**src/rtl/zeroheti_pkg.sv**
```systemverilog
// Shared types and constants for the zeroheti OBI arbiter slice.
package zeroheti_pkg;

   localparam int unsigned DefaultArbMgrs  = 2;
   localparam int unsigned DefaultArbTrans = 2;

   typedef enum logic {
      LOCK_IDLE,
      LOCK_HELD
   } obi_arb_lock_e;

   // Index width for n entries; never collapses to zero bits when n == 1.
   function automatic int unsigned obi_arb_idx_w(input int unsigned n);
      return (n > 1) ? $clog2(n) : 1;
   endfunction

endpackage

```
**src/rtl/zeroheti_obi_arbiter_if.sv**
```systemverilog
// Signal bundle between the managers, the arbiter and the shared OBI target.
// mgr_lock_i exists only when ZEROHETI_OBI_ARB_LOCK_EN is defined.
interface zeroheti_obi_arbiter_if #(
   parameter int unsigned NumMgr = zeroheti_pkg::DefaultArbMgrs,
   parameter int unsigned AddrW  = 32,
   parameter int unsigned DataW  = 32
);
   localparam int unsigned BeW = DataW / 8;

   logic [NumMgr-1:0]       mgr_req_i;
   logic [NumMgr*AddrW-1:0] mgr_addr_i;
   logic [NumMgr-1:0]       mgr_we_i;
   logic [NumMgr*BeW-1:0]   mgr_be_i;
   logic [NumMgr*DataW-1:0] mgr_wdata_i;
`ifdef ZEROHETI_OBI_ARB_LOCK_EN
   logic [NumMgr-1:0]       mgr_lock_i;
`endif
   logic [NumMgr-1:0]       mgr_gnt_o;
   logic [NumMgr-1:0]       mgr_rvalid_o;
   logic [DataW-1:0]        mgr_rdata_o;
   logic                    mgr_err_o;

   logic                    sbr_req_o;
   logic [AddrW-1:0]        sbr_addr_o;
   logic                    sbr_we_o;
   logic [BeW-1:0]          sbr_be_o;
   logic [DataW-1:0]        sbr_wdata_o;
   logic                    sbr_gnt_i;
   logic                    sbr_rvalid_i;
   logic [DataW-1:0]        sbr_rdata_i;
   logic                    sbr_err_i;

   // Arbiter view.
   modport slave (
      input  mgr_req_i, mgr_addr_i, mgr_we_i, mgr_be_i, mgr_wdata_i,
`ifdef ZEROHETI_OBI_ARB_LOCK_EN
      input  mgr_lock_i,
`endif
      output mgr_gnt_o, mgr_rvalid_o, mgr_rdata_o, mgr_err_o,
      output sbr_req_o, sbr_addr_o, sbr_we_o, sbr_be_o, sbr_wdata_o,
      input  sbr_gnt_i, sbr_rvalid_i, sbr_rdata_i, sbr_err_i
   );

   // Environment view: managers plus the shared target.
   modport master (
      output mgr_req_i, mgr_addr_i, mgr_we_i, mgr_be_i, mgr_wdata_i,
`ifdef ZEROHETI_OBI_ARB_LOCK_EN
      output mgr_lock_i,
`endif
      input  mgr_gnt_o, mgr_rvalid_o, mgr_rdata_o, mgr_err_o,
      input  sbr_req_o, sbr_addr_o, sbr_we_o, sbr_be_o, sbr_wdata_o,
      output sbr_gnt_i, sbr_rvalid_i, sbr_rdata_i, sbr_err_i
   );

endinterface

```
**src/rtl/zeroheti_id_fifo.sv**
```systemverilog
// In-order FIFO of response-owner IDs; push is ignored when full, pop when empty.
module zeroheti_id_fifo
   import zeroheti_pkg::*;
#(
   parameter int unsigned Depth = DefaultArbTrans,
   parameter int unsigned Width = 1
) (
   input  logic                           clk_i,
   input  logic                           rst_ni,
   input  logic                           push_i,
   input  logic                           pop_i,
   input  logic [Width-1:0]               data_in_i,
   output logic [Width-1:0]               head_o,
   output logic                           full_o,
   output logic                           empty_o,
   output logic [$clog2(Depth+1)-1:0]     count_o
);

   localparam int unsigned PtrW = obi_arb_idx_w(Depth);
   localparam int unsigned CntW = $clog2(Depth + 1);

   typedef logic [PtrW-1:0] ptr_t;

   logic [Width-1:0] mem_q [Depth];
   ptr_t             wr_ptr_q, rd_ptr_q;
   logic [CntW-1:0]  count_q;
   logic             push_ok, pop_ok;

   function automatic ptr_t ptr_inc(input ptr_t p);
      return (p == ptr_t'(Depth - 1)) ? '0 : p + 1'b1;
   endfunction

   assign full_o  = (count_q == CntW'(Depth));
   assign empty_o = (count_q == '0);
   assign count_o = count_q;
   assign head_o  = mem_q[rd_ptr_q];
   assign push_ok = push_i && !full_o;
   assign pop_ok  = pop_i && !empty_o;

   // NOTE: sequential state uses non-blocking (<=) so every register samples pre-edge values.
   always_ff @(posedge clk_i or negedge rst_ni) begin
      if (!rst_ni) begin
         wr_ptr_q <= '0;
         rd_ptr_q <= '0;
         count_q  <= '0;
      end else begin
         if (push_ok) wr_ptr_q <= ptr_inc(wr_ptr_q);
         if (pop_ok)  rd_ptr_q <= ptr_inc(rd_ptr_q);
         case ({push_ok, pop_ok})
            2'b10:   count_q <= count_q + CntW'(1);
            2'b01:   count_q <= count_q - CntW'(1);
            default: count_q <= count_q;
         endcase
      end
   end

   // NOTE: storage is deliberately not reset; an entry is never read before it is written.
   always_ff @(posedge clk_i) begin
      if (push_ok) mem_q[wr_ptr_q] <= data_in_i;
   end

endmodule

```
**src/rtl/zeroheti_obi_arbiter.sv**
```systemverilog
// N:1 round-robin OBI arbiter with in-order response routing to the issuing manager.
// Defining ZEROHETI_OBI_ARB_LOCK_EN adds mgr_lock_i ownership for atomic sequences.
module zeroheti_obi_arbiter
   import zeroheti_pkg::*;
#(
   parameter int unsigned NumMgr   = DefaultArbMgrs,
   parameter int unsigned MaxTrans = DefaultArbTrans,
   parameter int unsigned AddrW    = 32,
   parameter int unsigned DataW    = 32
) (
   input logic                  clk_i,
   input logic                  rst_ni,
   zeroheti_obi_arbiter_if.slave bus
);

   localparam int unsigned IdxW = obi_arb_idx_w(NumMgr);
   localparam int unsigned CntW = $clog2(MaxTrans + 1);
   localparam int unsigned BeW  = DataW / 8;

   typedef logic [IdxW-1:0] idx_t;

   idx_t              rr_q, rr_d;
   idx_t              sel, fifo_head;
   int unsigned       sel_i;
   logic [NumMgr-1:0] req_mask, eligible;
   logic              any_req, sbr_req, handshake, advance, pop;
   logic              fifo_full, fifo_empty;
   logic [CntW-1:0]   fifo_count;

   function automatic idx_t wrap_idx(input idx_t base, input int unsigned off);
      logic [31:0] sum;
      sum = 32'(base) + off;
      return idx_t'(sum % NumMgr);
   endfunction

`ifdef ZEROHETI_OBI_ARB_LOCK_EN
   obi_arb_lock_e lock_state_q, lock_state_d;
   idx_t          lock_owner_q, lock_owner_d;

   always_ff @(posedge clk_i or negedge rst_ni) begin
      if (!rst_ni) begin
         lock_state_q <= LOCK_IDLE;
         lock_owner_q <= '0;
      end else begin
         lock_state_q <= lock_state_d;
         lock_owner_q <= lock_owner_d;
      end
   end

   // Kept apart from the next-state process so the mask depends on registered state only.
   always_comb begin
      req_mask = '1;
      if (lock_state_q == LOCK_HELD) begin
         req_mask               = '0;
         req_mask[lock_owner_q] = 1'b1;
      end
   end

   always_comb begin
      lock_state_d = lock_state_q;
      lock_owner_d = lock_owner_q;
      unique case (lock_state_q)
         LOCK_IDLE: if (handshake && bus.mgr_lock_i[sel]) begin
            lock_state_d = LOCK_HELD;
            lock_owner_d = sel;
         end
         LOCK_HELD: if (handshake && !bus.mgr_lock_i[sel]) lock_state_d = LOCK_IDLE;
         default:   lock_state_d = LOCK_IDLE;
      endcase
   end

   assign advance = handshake && !bus.mgr_lock_i[sel];
`else
   assign req_mask = '1;
   assign advance  = handshake;
`endif

   assign eligible = bus.mgr_req_i & req_mask;

   // NOTE: every combinational output gets a default first so no path infers a latch.
   always_comb begin
      sel     = rr_q;
      any_req = 1'b0;
      for (int unsigned i = 0; i < NumMgr; i++) begin
         if (!any_req && eligible[wrap_idx(rr_q, i)]) begin
            any_req = 1'b1;
            sel     = wrap_idx(rr_q, i);
         end
      end
   end

   assign sel_i     = 32'(sel);
   assign sbr_req   = rst_ni && any_req && !fifo_full;
   assign handshake = sbr_req && bus.sbr_gnt_i;
   assign pop       = rst_ni && bus.sbr_rvalid_i && !fifo_empty;

   always_comb begin
      bus.sbr_req_o   = sbr_req;
      bus.sbr_addr_o  = '0;
      bus.sbr_we_o    = 1'b0;
      bus.sbr_be_o    = '0;
      bus.sbr_wdata_o = '0;
      if (rst_ni && any_req) begin
         bus.sbr_addr_o  = bus.mgr_addr_i[sel_i*AddrW +: AddrW];
         bus.sbr_we_o    = bus.mgr_we_i[sel_i];
         bus.sbr_be_o    = bus.mgr_be_i[sel_i*BeW +: BeW];
         bus.sbr_wdata_o = bus.mgr_wdata_i[sel_i*DataW +: DataW];
      end
   end

   always_comb begin
      bus.mgr_gnt_o    = '0;
      bus.mgr_rvalid_o = '0;
      if (handshake) bus.mgr_gnt_o[sel] = 1'b1;
      if (pop)       bus.mgr_rvalid_o[fifo_head] = 1'b1;
   end

   assign bus.mgr_rdata_o = rst_ni ? bus.sbr_rdata_i : '0;
   assign bus.mgr_err_o   = rst_ni && bus.sbr_err_i;

   assign rr_d = advance ? wrap_idx(sel, 1) : rr_q;

   always_ff @(posedge clk_i or negedge rst_ni) begin
      if (!rst_ni) rr_q <= '0;
      else         rr_q <= rr_d;
   end

   zeroheti_id_fifo #(
      .Depth (MaxTrans),
      .Width (IdxW)
   ) u_id_fifo (
      .clk_i     (clk_i),
      .rst_ni    (rst_ni),
      .push_i    (handshake),
      .pop_i     (pop),
      .data_in_i (sel),
      .head_o    (fifo_head),
      .full_o    (fifo_full),
      .empty_o   (fifo_empty),
      .count_o   (fifo_count)
   );

`ifndef SYNTHESIS
   always @(posedge clk_i) begin
      if (rst_ni) begin
         assert (!(bus.sbr_rvalid_i && fifo_empty))
            else $warning("obi_arbiter: response with nothing outstanding, dropped");
         assert (fifo_full == (fifo_count == CntW'(MaxTrans)))
            else $error("obi_arbiter: id fifo count and full flag disagree");
      end
   end
`endif

endmodule

```
**src/flat_wrapper.sv**
```systemverilog
// flat-port wrapper written by rule: the top's interface ports become plain ports
module zeroheti_obi_arbiter_flat import zeroheti_pkg::*;
#(
   parameter int unsigned NumMgr   = DefaultArbMgrs,
   parameter int unsigned MaxTrans = DefaultArbTrans,
   parameter int unsigned AddrW    = 32,
   parameter int unsigned DataW    = 32
)
  (clk_i, rst_ni, bus_mgr_req_i, bus_mgr_addr_i, bus_mgr_we_i, bus_mgr_be_i, bus_mgr_wdata_i, bus_mgr_gnt_o, bus_mgr_rvalid_o, bus_mgr_rdata_o, bus_mgr_err_o, bus_sbr_req_o, bus_sbr_addr_o, bus_sbr_we_o, bus_sbr_be_o, bus_sbr_wdata_o, bus_sbr_gnt_i, bus_sbr_rvalid_i, bus_sbr_rdata_i, bus_sbr_err_i);
  zeroheti_obi_arbiter_if #(.NumMgr(NumMgr), .AddrW(AddrW), .DataW(DataW)) bus_i ();
  input logic clk_i;
  input logic rst_ni;
  input wire logic [$bits(bus_i.mgr_req_i)-1:0] bus_mgr_req_i;
  input wire logic [$bits(bus_i.mgr_addr_i)-1:0] bus_mgr_addr_i;
  input wire logic [$bits(bus_i.mgr_we_i)-1:0] bus_mgr_we_i;
  input wire logic [$bits(bus_i.mgr_be_i)-1:0] bus_mgr_be_i;
  input wire logic [$bits(bus_i.mgr_wdata_i)-1:0] bus_mgr_wdata_i;
  output wire logic [$bits(bus_i.mgr_gnt_o)-1:0] bus_mgr_gnt_o;
  output wire logic [$bits(bus_i.mgr_rvalid_o)-1:0] bus_mgr_rvalid_o;
  output wire logic [$bits(bus_i.mgr_rdata_o)-1:0] bus_mgr_rdata_o;
  output wire logic [$bits(bus_i.mgr_err_o)-1:0] bus_mgr_err_o;
  output wire logic [$bits(bus_i.sbr_req_o)-1:0] bus_sbr_req_o;
  output wire logic [$bits(bus_i.sbr_addr_o)-1:0] bus_sbr_addr_o;
  output wire logic [$bits(bus_i.sbr_we_o)-1:0] bus_sbr_we_o;
  output wire logic [$bits(bus_i.sbr_be_o)-1:0] bus_sbr_be_o;
  output wire logic [$bits(bus_i.sbr_wdata_o)-1:0] bus_sbr_wdata_o;
  input wire logic [$bits(bus_i.sbr_gnt_i)-1:0] bus_sbr_gnt_i;
  input wire logic [$bits(bus_i.sbr_rvalid_i)-1:0] bus_sbr_rvalid_i;
  input wire logic [$bits(bus_i.sbr_rdata_i)-1:0] bus_sbr_rdata_i;
  input wire logic [$bits(bus_i.sbr_err_i)-1:0] bus_sbr_err_i;
  assign bus_i.mgr_req_i = bus_mgr_req_i;
  assign bus_i.mgr_addr_i = bus_mgr_addr_i;
  assign bus_i.mgr_we_i = bus_mgr_we_i;
  assign bus_i.mgr_be_i = bus_mgr_be_i;
  assign bus_i.mgr_wdata_i = bus_mgr_wdata_i;
  assign bus_mgr_gnt_o = bus_i.mgr_gnt_o;
  assign bus_mgr_rvalid_o = bus_i.mgr_rvalid_o;
  assign bus_mgr_rdata_o = bus_i.mgr_rdata_o;
  assign bus_mgr_err_o = bus_i.mgr_err_o;
  assign bus_sbr_req_o = bus_i.sbr_req_o;
  assign bus_sbr_addr_o = bus_i.sbr_addr_o;
  assign bus_sbr_we_o = bus_i.sbr_we_o;
  assign bus_sbr_be_o = bus_i.sbr_be_o;
  assign bus_sbr_wdata_o = bus_i.sbr_wdata_o;
  assign bus_i.sbr_gnt_i = bus_sbr_gnt_i;
  assign bus_i.sbr_rvalid_i = bus_sbr_rvalid_i;
  assign bus_i.sbr_rdata_i = bus_sbr_rdata_i;
  assign bus_i.sbr_err_i = bus_sbr_err_i;
  zeroheti_obi_arbiter #(.NumMgr(NumMgr), .MaxTrans(MaxTrans), .AddrW(AddrW), .DataW(DataW)) u_core (.clk_i(clk_i), .rst_ni(rst_ni), .bus(bus_i));
endmodule
```
**config.mk**
```make
export PLATFORM = sky130hd
export DESIGN_NAME = zeroheti_obi_arbiter_flat
export DESIGN_NICKNAME = d
export VERILOG_FILES = /design/src/rtl/zeroheti_pkg.sv /design/src/rtl/zeroheti_obi_arbiter_if.sv /design/src/rtl/zeroheti_id_fifo.sv /design/src/rtl/zeroheti_obi_arbiter.sv /design/src/flat_wrapper.sv
export SDC_FILE = /design/constraint.sdc
export NUM_CORES = 1
export LEC_CHECK = 0
export ABC_AREA = 1
export CORE_AREA = 2 2 110 112
export DETAILED_ROUTE_END_ITERATION = 7
export DIE_AREA = 0 0 112 114
export GPL_ROUTABILITY_DRIVEN = 0
export MAX_ROUTING_LAYER = met4
export PLACE_DENSITY = 0.65
export SLEW_MARGIN = 20
export SYNTH_ARGS = -nofsm -noshare
export SYNTH_HDL_FRONTEND = slang
export SYNTH_HIERARCHICAL = 1
export SYNTH_SLANG_ARGS = --single-unit
```
**constraint.sdc**
```tcl
create_clock -name clk_i -period 3.8 [get_ports clk_i]
set_input_delay 0.76 -clock clk_i [delete_from_list [all_inputs] [get_ports clk_i]]
set_output_delay 0.76 -clock clk_i [all_outputs]
set_load 0.02 [all_outputs]
```
Word level (Yosys, flattened, before mapping)
Memory sizes are Yosys's and may differ from the RTL's. Index checks and enable logic that the tools add are counted.

Shifts and indexed selects: 3. Muxes and demuxes: 25. Reductions and logical operators: 16. Equal/unequal tests: 3. $lt $le $gt $ge: 7. Add/subtract/negate cells: 6.

Operator list (number): 64-bit by 7-bit indexed part select with 32-bit output (2); 32-bit two-way mux (3); 1-bit two-way mux (16); 1-bit logical AND (11); 1-bit by 2-bit < comparator with 1-bit output (second input constant) (5); 8-bit by 4-bit indexed part select with 4-bit output (1); 1-bit adder (second input constant) (4); 2-bit equality test (second input constant) (2); 2-bit two-way mux (2); 4-bit two-way mux (1); 2-bit case mux with 2 select lines (1); 1-bit logical NOT (3); 2-bit by 1-bit adder with 2-bit output (second input constant) (1); 1-bit demux with 1-bit select (2); 2-bit by 1-bit equality test with 1-bit output (second input constant) (1); 1-bit >= comparator (second input constant) (2); 2-bit logical NOT (1); 2-bit nonzero test (1); 2-bit by 1-bit subtractor with 2-bit output (second input constant) (1).

Bits in registers: 5. Output and inout port bits: 107. Memories kept: 1. Memory bits (writable): 2. Input port bits: 177.

Memory list: u_core.u_id_fifo.mem_q (depth 2, bits a word 1, read ports 1, clocked after Yosys merged registers in 0, wr ports 1, RTL line zeroheti_id_fifo.sv:24) `logic [Width-1:0] mem_q [Depth];`.

Logic depth before layout (Yosys ltp)
Depth after elaboration: 12. Mapped depth: 14.

Hierarchy
The synthesis kept the hierarchy.

By module, submodules not included: zeroheti_obi_arbiter (area each 2070.7 µm², times used 1, seq. area each 25.0 µm², cells each 408); zeroheti_id_fifo (area each 312.8 µm², times used 1, seq. area each 160.2 µm², cells each 38).

Worst setup path after synthesis
No wires, ideal clock.

Path type: input port to output port. Start: in rst_ni. End: out bus_mgr_gnt_o[0]. Slack: 1.134 ns. Cell stages on the path: 5. Path buffers: 1. Data arrival time: 1.906 ns. Path through: buf_2 inv_1 nor3_1 nand3_1 inv_1.

Cells in the longest elaborated chain, start to end: 4.

RTL lines: from (decl) (RTL line flat_wrapper.sv:12) `input logic rst_ni;`; 1-bit logical AND (2 in series) (RTL line zeroheti_obi_arbiter.sv:93) `assign sbr_req = rst_ni && any_req && !fifo_full;`; via bus_sbr_req_o (RTL line flat_wrapper.sv:22) `output wire logic [$bits(bus_i.sbr_req_o)-1:0] bus_sbr_req_o;`; 1-bit logical AND (RTL line zeroheti_obi_arbiter.sv:94) `assign handshake = sbr_req && bus.sbr_gnt_i;`; 2-bit two-way mux (RTL line zeroheti_obi_arbiter.sv:114) `if (handshake) bus.mgr_gnt_o[sel] = 1'b1;`; to (decl) (RTL line flat_wrapper.sv:18) `output wire logic [$bits(bus_i.mgr_gnt_o)-1:0] bus_mgr_gnt_o;`.

The timed path passes the listed nets, and every way through them passes these cells.

Worst setup path in the final report
Start: in bus_mgr_req_i[1]. End: out bus_sbr_wdata_o[1].

Cells in the longest elaborated chain, start to end: 8. Elaborated cells between the ends (all ways): 12. Classes of those cells: shift: 1; mux: 8; reduce/logical: 3.

RTL lines: from (decl) (RTL line flat_wrapper.sv:13) `input wire logic [$bits(bus_i.mgr_req_i)-1:0] bus_mgr_req_i;`; 1-bit two-way mux (not written as such) (2 in series) (RTL line zeroheti_obi_arbiter.sv:85) `if (!any_req && eligible[wrap_idx(rr_q, i)]) begin`; 1-bit two-way mux (RTL line zeroheti_obi_arbiter.sv:85); 1-bit logical NOT (RTL line zeroheti_obi_arbiter.sv:85); 1-bit logical AND (RTL line zeroheti_obi_arbiter.sv:85); 1-bit two-way mux (RTL line zeroheti_obi_arbiter.sv:85); 64-bit by 7-bit indexed part select with 32-bit output or 1-bit logical AND (tied branches) (RTL line zeroheti_obi_arbiter.sv:107, zeroheti_obi_arbiter.sv:103); 32-bit two-way mux * (RTL line zeroheti_obi_arbiter.sv:103) `if (rst_ni && any_req) begin`; to (decl) (RTL line flat_wrapper.sv:26) `output wire logic [$bits(bus_i.sbr_wdata_o)-1:0] bus_sbr_wdata_o;`.

Every way passes the cells marked *; elsewhere a longest branch is shown, timed or not. The select of a mux whose other input is x is not followed.

==> flow_summary.json <==
{
  "ys_seq_elements": 7,
  "floorplan.rows": 40,
  "wl_um": 10920,
  "hold_violations": 0,
  "outcome": "finished, final reports clean",
  "final_global_route_overflow_total": 0,
  "first_pass_grt_wire_length_um": 16880,
  "number_of_instances_in_the_placed_design": 846,
  "holdCritPathClass": "register to register",
  "clock_path_buffers": 2,
  "post_route_drc_violation_count": 0,
  "max_cap_viol_count": 0,
  "cts.reportedPaths.clkPinSlew_ns": 0.04,
  "first_global_vias": 3434,
  "start_kind": "input pin",
  "number_of_i_o_port_buffers": 283,
  "max_slew.worst_pin.slew_ns": 0.3617,
  "dr_wl_met3_um": 828,
  "post_drt_via_cell_ratio": 4.407,
  "multiInputGateArea_sq_mm": 0.001742,
  "nets": 882,
  "ys_seq_area_share_pct": 7.769,
  "intPower_uw": 848.4,
  "post_layout_nonfiller_instances": 850,
  "fin_crit_sh_pct": 94.37,
  "drc_violation_total_after_the_first_tritonroute_iteration": 255,
  "finClkSkew_ns": 0.001032,
  "met2_wirelength_um": 5515,
  "core_sq_mm": 0.01171,
  "clkLatencyLatePin_ns": 0.24,
  "synthesis.nets": 624,
  "synth_top_cell_by_area": "sky130_fd_sc_hd__nand3b_1",
  "gr-usage-all-layers_pct": 16.35,
  "yosys_warnings": 6,
  "combPwrFrac_pct": 79.8,
  "cts_htree_levels": 1,
  "synth_top_area_share_pct": 21.73,
  "syn-cell-area_sq_mm": 0.002384,
  "finalMaxSlewViolations": 0,
  "worst_hold_slack_after_final_layout_ns": 0.4692,
  "setup.worst_path.end_class": "output pin",
  "root_buffer_master": "sky130_fd_sc_hd__clkbuf_16",
  "worstPathMaxFanout": 28,
  "dp.final_hpwl_um": 8766,
  "final_ant_viol_nets": 0,
  "relative_contribution_of_the_clock_network_to_total_power_pct": 11.6,
  "clock-sinks": 7,
  "layout.area.seq_sq_um": 185.2,
  "max_freq_ghz": 0.2789,
  "tritoncts": "built",
  "cts_buffers": 3,
  "floorplan.die.height_um": 114,
  "highest_ir_drop_seen_on_vdd_mv": 0.1802,
  "placed_area_sq_mm": 0.005284,
  "drt-met1-wl_um": 4388,
  "grt_antenna_before_repair": 0,
  "final.min_clock_period_ns": 3.586,
  "drt_pre_antenna_iters": 5,
  "floorplan.initialDensity_pct": 20.35,
  "grt_setup_unrepaired": "false",
  "seq_power_share_pct": 8.6,
  "top_level_ports": 284,
  "fp.dieW_um": 112,
  "num_vias": 3746,
  "path_class": "input pin to output pin",
  "p_sw_share_pct": 46.22,
  "floorplan.die_area_sq_mm": 0.01277,
  "yosys.cell_types.count": 24,
  "p_switching_uw": 729.2,
  "top_layer_used": "met4",
  "power_per_standard_cell_area_mw_per_mm2": 294.2,
  "quantity_of_gates_resized_following_cts": 0,
  "max_slew_margin_pct": 75.86,
  "synthesis.area_per_instance_sq_um": 5.344,
  "final_area_sq_mm": 0.005363,
  "setup_viol": 0,
  "post-cts-setup-buffers": 0,
  "fillerInstances": 1166,
  "area.growth.synth_to_final_pct": 125.0,
  "timing.setup.tns_ns": 0,
  "synth.area.top_cells": "sky130_fd_sc_hd__nand3b_1 (22%), sky130_fd_sc_hd__nand2_1 (19%), sky130_fd_sc_hd__a21oi_1 (12%), sky130_fd_sc_hd__nor2_1 (12%), sky130_fd_sc_hd__inv_1 (7.7%)",
  "post_drt_wl_per_cell_um": 12.84,
  "critical_path_rt_ns": 3.04,
  "grt_max_degree": 71,
  "synthesis.instances": 446,
  "insertedDiodeCount": 0,
  "cts_hold_buf": 0,
  "p_leak_nw": 2.390,
  "cp.arrival_ns": 2.83,
  "layout-drive-gt1-share_pct": 4.694,
  "design_power_total_mw": 1.578
}
-- cell usage in the layout (no fill, tap or decap) --
| cell | synthesis | routed |
|---|---|---|
| sky130_fd_sc_hd__edfxtp_1 | 2 | 2 |
| sky130_fd_sc_hd__nor2_4 | 1 | 1 |
| sky130_fd_sc_hd__nand3b_1 | 69 | 69 |
| sky130_fd_sc_hd__nand3_1 | 5 | 5 |
| sky130_fd_sc_hd__inv_2 | 1 | 1 |
| sky130_fd_sc_hd__buf_4 | 1 | 7 |
| sky130_fd_sc_hd__a21oi_1 | 59 | 59 |
| sky130_fd_sc_hd__nand2_1 | 119 | 118 |
| sky130_fd_sc_hd__nand2_2 | 2 | 2 |
| sky130_fd_sc_hd__nand4_1 | 1 | 1 |
| sky130_fd_sc_hd__ha_1 | 1 | 1 |
| sky130_fd_sc_hd__inv_1 | 49 | 49 |
| sky130_fd_sc_hd__a21oi_2 | 10 | 10 |
| sky130_fd_sc_hd__nor2_2 | 1 | 1 |
| sky130_fd_sc_hd__clkbuf_16 | 0 | 3 |
| sky130_fd_sc_hd__nor3_1 | 1 | 1 |
| sky130_fd_sc_hd__nand2_4 | 0 | 1 |
| sky130_fd_sc_hd__nor2_1 | 75 | 75 |
| sky130_fd_sc_hd__o21ai_2 | 1 | 1 |
| sky130_fd_sc_hd__clkdlybuf4s50_1 | 0 | 283 |
| sky130_fd_sc_hd__xnor2_1 | 1 | 1 |
| sky130_fd_sc_hd__buf_12 | 0 | 5 |
| sky130_fd_sc_hd__clkbuf_1 | 6 | 1 |
| sky130_fd_sc_hd__dfrtp_1 | 5 | 5 |
| sky130_fd_sc_hd__or2_4 | 0 | 1 |
-- sequential cells by signal, summed over array words and instances (netlist names) --
signal                     cells
u_core/u_id_fifo/count_o       2
u_core/u_id_fifo/wr_ptr_q      1
u_core/u_id_fifo/rd_ptr_q      1
u_core/u_id_fifo/mem_q         2
u_core/rr_q                    1
-- cell families (layout without fill, tap and decap cells) --
| kind of cell | count (synthesis) | after routing | synth area share [%] |
|---|---|---|---|
| and+or+nand+nor | 275 | 275 | 55.33 |
| AOI/OAI and AO/OA | 70 | 70 | 16.43 |
| DFF | 7 | 7 | 7.769 |
| adders and majority gates | 1 | 1 | 0.5249 |
| xor gates and xnor gates | 1 | 1 | 0.3675 |
| buffers and inverters | 92 | 349 | 19.58 |
-- path summary, 6_finish.rpt --
check / from / to / slack [ns] / cells after the start
worst max-delay path: bus_mgr_req_i[1] / bus_sbr_wdata_o[1] / 0.21 / 7
worst min-delay path: u_core/u_id_fifo/count_o[1]$_DFFE_PN0P_ / u_core/u_id_fifo/count_o[1]$_DFFE_PN0P_ / 0.47 / 2
worst max register to register: u_core/u_id_fifo/count_o[1]$_DFFE_PN0P_ / u_core/u_id_fifo/count_o[1]$_DFFE_PN0P_ / 2.12 / 11
worst min register to register: u_core/u_id_fifo/count_o[1]$_DFFE_PN0P_ / u_core/u_id_fifo/count_o[1]$_DFFE_PN0P_ / 0.47 / 2
max in group asynchronous: rst_ni / u_core/u_id_fifo/count_o[0]$_DFFE_PN0P_ / 2.61 / 2
min in group asynchronous: rst_ni / u_core/u_id_fifo/wr_ptr_q$_DFFE_PN0P_ / 0.93 / 2
-- worst max-delay path: stages --
cell and delay, ns:
sky130_fd_sc_hd__clkdlybuf4s50_1 0.51, sky130_fd_sc_hd__nand2_1 0.10, sky130_fd_sc_hd__nand2_4 0.29, sky130_fd_sc_hd__buf_4 0.28
sky130_fd_sc_hd__a21oi_1 0.09, sky130_fd_sc_hd__nor2_1 0.15, sky130_fd_sc_hd__clkdlybuf4s50_1 0.63
-- Yosys cell counts, drive strengths merged --
library cell  count
nor2             77
nand4             1
or2               1
o21ai             1
edfxtp            2
nand2           121
clkbuf            6
nand3             5
nor3              1
ha                1
nand3b           69
buf              36
inv              50
dfrtp             5
xnor2             1
a21oi            69
-- power groups by stage --
stage	clock network (mW)	registers, mW	logic, mW
after floorplan	0	0.130	0.766
after global placement	0	0.134	1.24
final	0.184	0.136	1.26
after detailed placement	0	0.136	1.26
after CTS	0.187	0.135	1.27
after global routing	0.189	0.139	1.37
-- through the flow --
stage | setup WS, ns | utilization, %
global route | 0.1032 | 45.79
CTS | 0.2007 | 45.79
global placement | 0.2310 | 45.12
finish | 0.2140 | 45.79
detailed placement | 0.2002 | 45.12
floorplan | 1.134 | -
-- final cells by class --
cell class                 instances  share of cell area (%)
timing repair buffer             295                   55.67
multi-input combinational        347                   32.48
inverter                          50                   3.500
sequential                         7                   3.453
tap                              147                   3.430
clock buffer                       4                   1.470
-- metal layers --
metal | up-vias | track usage, %
met5 | - | -
met4 | 0 | 4.390
met3 | 14 | 1.966
met2 | 190 | 30.42
met1 | 1623 | 18.59
li1 | 1919 | -
No activity file was read; power rests on OpenSTA's default activity.
